File: config.mk
export PLATFORM = sky130hd
export DESIGN_NAME = fir_mac
export DESIGN_NICKNAME = d
export VERILOG_FILES = /design/src/rtl/fir_pkg.sv /design/src/rtl/fir_tap_mult.sv /design/src/rtl/fir_mac.sv
export SDC_FILE = /design/constraint.sdc
export NUM_CORES = 1
export LEC_CHECK = 0
export BUFFER_PORTS_ARGS = -buffer_cell sky130_fd_sc_hd__buf_2
export CAP_MARGIN = 20
export CORE_MARGIN = 4
export CORE_UTILIZATION = 27
export CTS_BUF_LIST = sky130_fd_sc_hd__clkbuf_16
export DETAILED_ROUTE_END_ITERATION = 16
export PLACE_DENSITY = 0.77
export SYNTH_ARGS = -nofsm -noshare
export SYNTH_HDL_FRONTEND = slang
export SYNTH_SLANG_ARGS = --single-unit
File: constraint.sdc
create_clock -name clk -period 1.4 [get_ports clk]
set_input_delay 0.07 -clock clk [delete_from_list [all_inputs] [get_ports clk]]
set_output_delay 0.07 -clock clk [all_outputs]
set_load 0.005 [all_outputs]
File: src/rtl/fir_pkg.sv
// -----------------------------------------------------------------------------
// fir_pkg
// Shared definitions for the serial FIR multiply-accumulate stages:
//   - fir_state_t    : control state of the MAC sequencer (IDLE/MAC/DONE)
//   - fir_acc_width  : accumulator width that holds a full dot product
//                      without overflow
//   - FIR_COEFFS_*   : default 9-tap, 8-bit coefficient sets, one per
//                      wavelet band, packed with coef k at [k*8 +: 8]
// No ports (package).
// -----------------------------------------------------------------------------
package fir_pkg;

  typedef enum logic [1:0] {
    IDLE = 2'd0,
    MAC  = 2'd1,
    DONE = 2'd2
  } fir_state_t;

  // Product width plus enough guard bits for TOTAL_TAPS worst-case additions.
  function automatic int fir_acc_width(input int bits_per_tap,
                                       input int coef_bits,
                                       input int total_taps);
    return bits_per_tap + coef_bits + $clog2(total_taps);
  endfunction

  localparam int FIR_BAND_TAPS      = 9;
  localparam int FIR_BAND_COEF_BITS = 8;

  // Symmetric sets, so tap ordering inside the vector does not matter.
  // Low band: 1, 4, 12, 22, 26, 22, 12, 4, 1
  localparam logic [FIR_BAND_TAPS*FIR_BAND_COEF_BITS-1:0] FIR_COEFFS_LOW =
    72'h01_04_0C_16_1A_16_0C_04_01;
  // High band: -1, -4, -12, -22, 78, -22, -12, -4, -1
  localparam logic [FIR_BAND_TAPS*FIR_BAND_COEF_BITS-1:0] FIR_COEFFS_HIGH =
    72'hFF_FC_F4_EA_4E_EA_F4_FC_FF;
  // Mid band: -2, 0, 18, 0, 32, 0, 18, 0, -2
  localparam logic [FIR_BAND_TAPS*FIR_BAND_COEF_BITS-1:0] FIR_COEFFS_MID =
    72'hFE_00_12_00_20_00_12_00_FE;

endpackage

File: src/rtl/fir_tap_mult.sv
// -----------------------------------------------------------------------------
// fir_tap_mult
// Purely combinational signed A_BITS x B_BITS multiplier whose product is
// sign-extended to P_BITS (the accumulator width of the caller).
// Ports:
//   i_a  in  A_BITS  signed multiplicand (tap sample)
//   i_b  in  B_BITS  signed multiplier (coefficient)
//   o_p  out P_BITS  signed product, sign-extended
// P_BITS must be at least A_BITS+B_BITS.
// -----------------------------------------------------------------------------
module fir_tap_mult #(
  parameter int A_BITS = 8,
  parameter int B_BITS = 8,
  parameter int P_BITS = 20
) (
  input  logic [A_BITS-1:0] i_a,
  input  logic [B_BITS-1:0] i_b,
  output logic [P_BITS-1:0] o_p
);

  localparam int M_BITS = A_BITS + B_BITS;

  // Operands are widened to the full product width first so the multiply is
  // carried out at M_BITS and its low M_BITS bits are the exact product.
  logic signed [M_BITS-1:0] w_a_ext;
  logic signed [M_BITS-1:0] w_b_ext;
  logic signed [M_BITS-1:0] w_prod;

  assign w_a_ext = {{B_BITS{i_a[A_BITS-1]}}, i_a};
  assign w_b_ext = {{A_BITS{i_b[B_BITS-1]}}, i_b};
  assign w_prod  = w_a_ext * w_b_ext;

  generate
    if (P_BITS > M_BITS) begin : g_ext
      assign o_p = {{(P_BITS-M_BITS){w_prod[M_BITS-1]}}, w_prod};
    end else begin : g_same
      assign o_p = w_prod[P_BITS-1:0];
    end
  endgenerate

endmodule

File: src/rtl/fir_mac.sv
// -----------------------------------------------------------------------------
// fir_mac
// Serial multiply-accumulate FIR stage. A start pulse snapshots the whole tap
// vector; the dot product with the fixed COEFFS set is then accumulated one
// tap per cycle, arithmetically shifted right by SHIFT, clipped to OUT_BITS
// and registered with a one-cycle valid strobe.
//
// Build option:
//   FIR_SATURATE_EN defined   : shifted result clamps to the OUT_BITS range
//   FIR_SATURATE_EN undefined : shifted result wraps to its low OUT_BITS bits
//
// Ports:
//   clk           in  1           rising-edge clock
//   reset         in  1           synchronous active-high reset
//   i_taps        in  TOTAL_BITS  tap k at [k*BITS_PER_TAP +: BITS_PER_TAP]
//   i_start_calc  in  1           pulse: taps valid, begin a computation
//   o_value       out OUT_BITS    signed result, held until the next one
//   o_valid       out 1           pulse: o_value updated
//   o_busy        out 1           high while accumulating
//   o_overrun     out 1           pulse: a start arrived while busy, dropped
// -----------------------------------------------------------------------------
module fir_mac
  import fir_pkg::*;
#(
  parameter int TOTAL_TAPS   = 9,
  parameter int BITS_PER_TAP = 8,
  parameter int TOTAL_BITS   = TOTAL_TAPS * BITS_PER_TAP,
  parameter int COEF_BITS    = 8,
  parameter logic [TOTAL_TAPS*COEF_BITS-1:0] COEFFS = '0,
  parameter int OUT_BITS     = 16,
  parameter int SHIFT        = 7
) (
  input  logic                  clk,
  input  logic                  reset,
  input  logic [TOTAL_BITS-1:0] i_taps,
  input  logic                  i_start_calc,
  output logic [OUT_BITS-1:0]   o_value,
  output logic                  o_valid,
  output logic                  o_busy,
  output logic                  o_overrun
);

  localparam int ACC_W  = fir_acc_width(BITS_PER_TAP, COEF_BITS, TOTAL_TAPS);
  localparam int IDX_W  = (TOTAL_TAPS > 1) ? $clog2(TOTAL_TAPS) : 1;
  localparam logic [IDX_W-1:0] LAST_IDX = IDX_W'(TOTAL_TAPS - 1);
  // One bit wider than both the accumulator and the output, so the clamp
  // comparisons are exact whichever of the two is wider.
  localparam int WIDE_W = ((ACC_W > OUT_BITS) ? ACC_W : OUT_BITS) + 1;

  // ---------------------------------------------------------------------------
  // State
  // ---------------------------------------------------------------------------
  fir_state_t              r_state;
  logic [TOTAL_BITS-1:0]   r_taps;
  logic signed [ACC_W-1:0] r_acc;
  logic [IDX_W-1:0]        r_idx;
  logic [OUT_BITS-1:0]     r_value;
  logic                    r_valid;
  logic                    r_busy;
  logic                    r_overrun;

  // ---------------------------------------------------------------------------
  // Tap / coefficient selection for the current index
  // ---------------------------------------------------------------------------
  logic [BITS_PER_TAP-1:0] w_tap_arr  [TOTAL_TAPS];
  logic [COEF_BITS-1:0]    w_coef_arr [TOTAL_TAPS];

  generate
    for (genvar gi = 0; gi < TOTAL_TAPS; gi++) begin : g_unpack
      assign w_tap_arr[gi]  = r_taps[gi*BITS_PER_TAP +: BITS_PER_TAP];
      assign w_coef_arr[gi] = COEFFS[gi*COEF_BITS +: COEF_BITS];
    end
  endgenerate

  logic [BITS_PER_TAP-1:0] w_cur_tap;
  logic [COEF_BITS-1:0]    w_cur_coef;
  logic [ACC_W-1:0]        w_prod;

  assign w_cur_tap  = w_tap_arr[r_idx];
  assign w_cur_coef = w_coef_arr[r_idx];

  fir_tap_mult #(
    .A_BITS (BITS_PER_TAP),
    .B_BITS (COEF_BITS),
    .P_BITS (ACC_W)
  ) u_tap_mult (
    .i_a (w_cur_tap),
    .i_b (w_cur_coef),
    .o_p (w_prod)
  );

  // ---------------------------------------------------------------------------
  // Scale and clip
  // ---------------------------------------------------------------------------
  logic signed [ACC_W-1:0]  w_shifted;
  logic signed [WIDE_W-1:0] w_wide;
  logic [OUT_BITS-1:0]      w_clip;

  assign w_shifted = r_acc >>> SHIFT;
  assign w_wide    = {{(WIDE_W-ACC_W){w_shifted[ACC_W-1]}}, w_shifted};

`ifdef FIR_SATURATE_EN
  localparam logic signed [WIDE_W-1:0] SAT_MAX =
    {{(WIDE_W-OUT_BITS){1'b0}}, 1'b0, {(OUT_BITS-1){1'b1}}};
  localparam logic signed [WIDE_W-1:0] SAT_MIN =
    {{(WIDE_W-OUT_BITS){1'b1}}, 1'b1, {(OUT_BITS-1){1'b0}}};

  always_comb begin
    w_clip = w_wide[OUT_BITS-1:0];
    if (w_wide > SAT_MAX) begin
      w_clip = {1'b0, {(OUT_BITS-1){1'b1}}};
    end else if (w_wide < SAT_MIN) begin
      w_clip = {1'b1, {(OUT_BITS-1){1'b0}}};
    end
  end
`else
  // Wrap: the bits above OUT_BITS are intentionally discarded.
  logic w_unused_wide_hi;
  assign w_unused_wide_hi = ^w_wide[WIDE_W-1:OUT_BITS];
  assign w_clip           = w_wide[OUT_BITS-1:0];
`endif

  // ---------------------------------------------------------------------------
  // Sequencer
  // ---------------------------------------------------------------------------
  always_ff @(posedge clk) begin
    if (reset) begin
      r_state   <= IDLE;
      r_taps    <= '0;
      r_acc     <= '0;
      r_idx     <= '0;
      r_value   <= '0;
      r_valid   <= 1'b0;
      r_busy    <= 1'b0;
      r_overrun <= 1'b0;
    end else begin
      r_valid   <= 1'b0;
      r_overrun <= 1'b0;
      case (r_state)
        IDLE: begin
          if (i_start_calc) begin
            r_taps  <= i_taps;
            r_acc   <= '0;
            r_idx   <= '0;
            r_busy  <= 1'b1;
            r_state <= MAC;
          end
        end
        MAC: begin
          r_acc <= r_acc + $signed(w_prod);
          r_idx <= r_idx + IDX_W'(1);
          // A start here is dropped; the snapshot and accumulator are kept.
          if (i_start_calc) begin
            r_overrun <= 1'b1;
          end
          if (r_idx == LAST_IDX) begin
            r_busy  <= 1'b0;
            r_state <= DONE;
          end
        end
        DONE: begin
          r_value <= w_clip;
          r_valid <= 1'b1;
          // Accepting a start here gives back-to-back operation.
          if (i_start_calc) begin
            r_taps  <= i_taps;
            r_acc   <= '0;
            r_idx   <= '0;
            r_busy  <= 1'b1;
            r_state <= MAC;
          end else begin
            r_state <= IDLE;
          end
        end
        default: begin
          r_busy  <= 1'b0;
          r_state <= IDLE;
        end
      endcase
    end
  end

  assign o_value   = r_value;
  assign o_valid   = r_valid;
  assign o_busy    = r_busy;
  assign o_overrun = r_overrun;

endmodule

==> impl_metrics.tcl <==
set metrics [dict create \
    met2WireLength_um 376 \
    track_usage_pct 7.591 \
    fmax_mhz 763.7 \
    drc 0 \
    p_sw_mw 0.1634 \
    end_kind "flop" \
    antenna_left 0 \
    synth_mux_area_share_pct 1.978 \
    dr_wl_met3_um 123 \
    crit_path_top_delay_cell "dfxtp_1" \
    die_y_um 53.92 \
    yosysTopAreaCellShare_pct 31.65 \
    ys_types 26 \
    fp.dieArea_um2 2907 \
    setup_viol 0 \
    synth_ff_type "dfxtp_1" \
    final-hold-violation-count 0 \
    clock_skew_ps 1.078 \
    powerDensity_nw_per_um2 1325 \
    dp_worst_setup_slack_ps 112.7 \
    place.port_buffers 5 \
    synth_compound_area_share_pct 7.473 \
    clockBufferDepth 2 \
    final_util_pct 31.44 \
    cell_internal_pwr_mw 0.6624 \
    switching_share_pct 19.79 \
    grt_pass1_wl_um 1407 \
    worstPathCellList "inv_1 -> ha_1 -> mux2_2 -> a21oi_1 -> nor2_1" \
    htreeDepth 1 \
    first_pass_iters 4 \
    synthAdderAreaFrac_pct 4.396 \
    synthCells 61 \
    clock_sinks 9 \
    peakVddDrop_v 0.0005050 \
    synth_xor_area_share_pct 1.538 \
    async_flop_share_pct 0 \
    p_leak_nw 0.2554 \
    cts_tree "built" \
    finalWirelength_um 898 \
    area_growth_pct 9.451 \
    dr.max_layer_used "met4" \
    ys_warn_count 0 \
    syn_area_um2 569.3 \
    yosysSeqAreaShare_pct 31.65 \
    place.gp.congestion 0.6445 \
    synth-simple-area-share_pct 26.37 \
    worstSkewPairLatency_ps 230 \
    synth.avg_cell_area_um2 9.333 \
    rows 16 \
    yosysTopAreaCell "dfxtp_1" \
    initial_utilization_pct 28.72 \
    cts_setup_buffers 0 \
    grt_pass1_vias 338 \
    ctsResizeCount 0 \
    cp.arrival_ps 1430 \
    yosysMostFrequentCell "buf_4" \
    layout-drive-gt1-share_pct 18.18 \
    antenna_cells 0 \
    core_area_um2 1982 \
    antenna_found_initial 0 \
    post-route-min-period_ps 1309 \
    max_cap_violations 0 \
    dp_hpwl_um 634.4 \
    num_vias 382 \
    criticalPathCategory "reg2reg" \
    hp-class "in2reg" \
    netlist_top_cells_count "16 x buf_4, 9 x dfxtp_1, 4 x a21oi_1" \
    wl_per_cell_um 9.656 \
    cts.clk_slew.worst_paths_ps 40 \
    root_buffer "clkbuf_16" \
    synth_top_family_by_area "simple AND/OR/NAND/NOR gates" \
    layout.nets 144 \
    viasPerCell 4.108 \
    die_x_um 53.92 \
    cp_max_fo 5 \
    rsz0062_at_grt "no" \
    status "complete, no violations" \
    cpPeakStageDelay_ps 410 \
    finalCritPeriodShare_pct 93.53 \
    wl_met1_um 360 \
    ctsHoldBuffers 0 \
    drv_slew 0 \
    crit_path_start_kind "flop" \
    numCtsBuffers 3 \
    tns_ps 0 \
    ios 94 \
    drtIter0Drc 4 \
    synth-seq-cells 9 \
    p_comb_share_pct 6.3 \
    grt_max_degree 17 \
    setup_slack_ps 90.61 \
    p_seq_share_pct 34.2 \
    clkPwrFrac_pct 59.5 \
    synth_area_leaders "dfxtp_1 32%, buf_4 21%, ha_1 4.4%, nand3b_1 4.0%, nor3b_1 4.0%" \
    crit_required_ps 1520 \
    grt-ovfl-total 0 \
    synth-edff-count 0 \
]
[through the flow]
stage               power [mW]  std cells  hold slack, ps  instance area [um^2]
detailed placement      0.3370         89           376.7                 544.3
global route            0.8660         93           158.2                 623.1
CTS                     0.8398         93           130.4                 623.1
global placement        0.3339         89           363.8                 544.3
floorplan               0.3553         76           223.1                 625.6
finish                  0.8259         93           133.6                 623.1
[cell families after synthesis]
family / count (synthesis)
flip-flops: 9
other: 1
adder cells (fa/ha/maj): 2
AO/OA/AOI/OAI: 7
multiplexers: 1
buffers and inverters: 21
AND/OR/NAND/NOR: 19
XOR/XNOR: 1
[sequential cells by signal (all words and copies together) (netlist names)]
| signal | cells |
|---|---|
| r_state | 2 |
| r_idx | 4 |
| o_busy | 1 |
| o_overrun | 1 |
| o_valid | 1 |
[power by group through the flow]
stage	sequential [mW]	combinational, mW	clock (mW)
4_1_cts	0.282	0.0509	0.507
5_1_grt	0.284	0.0596	0.522
2_1_floorplan	0.280	0.0758	0
6_report	0.282	0.0516	0.492
3_3_place_gp	0.285	0.0489	0
3_5_place_dp	0.286	0.0507	0
[layout make-up]
class	count	area, um^2
Fill cell	207	1359
Multi-Input combinational cell	46	297.8
Sequential cell	9	180.2
Clock buffer	3	75.07
Tap cell	27	33.78
Timing Repair Buffer	5	25.02
Inverter	2	7.507
Clock inverter	1	3.754
[layout by cell type, fill, tap and decap left out, types with 2 or more instances in the layout]
| master | Yosys | layout |
|---|---|---|
| buf_2 | 1 | 5 |
| ha_1 | 2 | 2 |
| inv_1 | 2 | 3 |
| nor3b_1 | 3 | 3 |
| dfxtp_1 | 9 | 9 |
| clkbuf_16 | 0 | 3 |
| conb_1 | 1 | 16 |
| a21oi_1 | 4 | 4 |
| nand3b_1 | 3 | 3 |
| nand2b_1 | 2 | 2 |
| nand4b_1 | 2 | 2 |
| nor2_1 | 2 | 2 |
[layer usage]
metal / vias to the layer above / GRT usage, %
met1: 170 / 7.513
met4: 0 / 7.660
li1: 187 / -
met5: - / 0
met3: 5 / 5.263
met2: 20 / 10.08
[path summary, 6_finish.rpt]
kind                                from       end  slack, ps  depth (start not counted)
worst min-delay path               reset    o_busy        130                          2
worst max register to register  r_idx[0]  r_idx[1]         90                          5
worst min register to register    o_busy    o_busy        500                          2
worst max-delay path            r_idx[0]  r_idx[1]         90                          5
[worst max-delay path: cells and delay by family, from the launching register on]
kind	cells	cell delay, ps
DFF	1	410
muxes	1	250
buffers and inverters	1	70
and+or+nand+nor	1	50
adders and majority gates	1	280
AOI/OAI and AO/OA	1	140
Note: power is estimated with default switching activity, not from simulation.
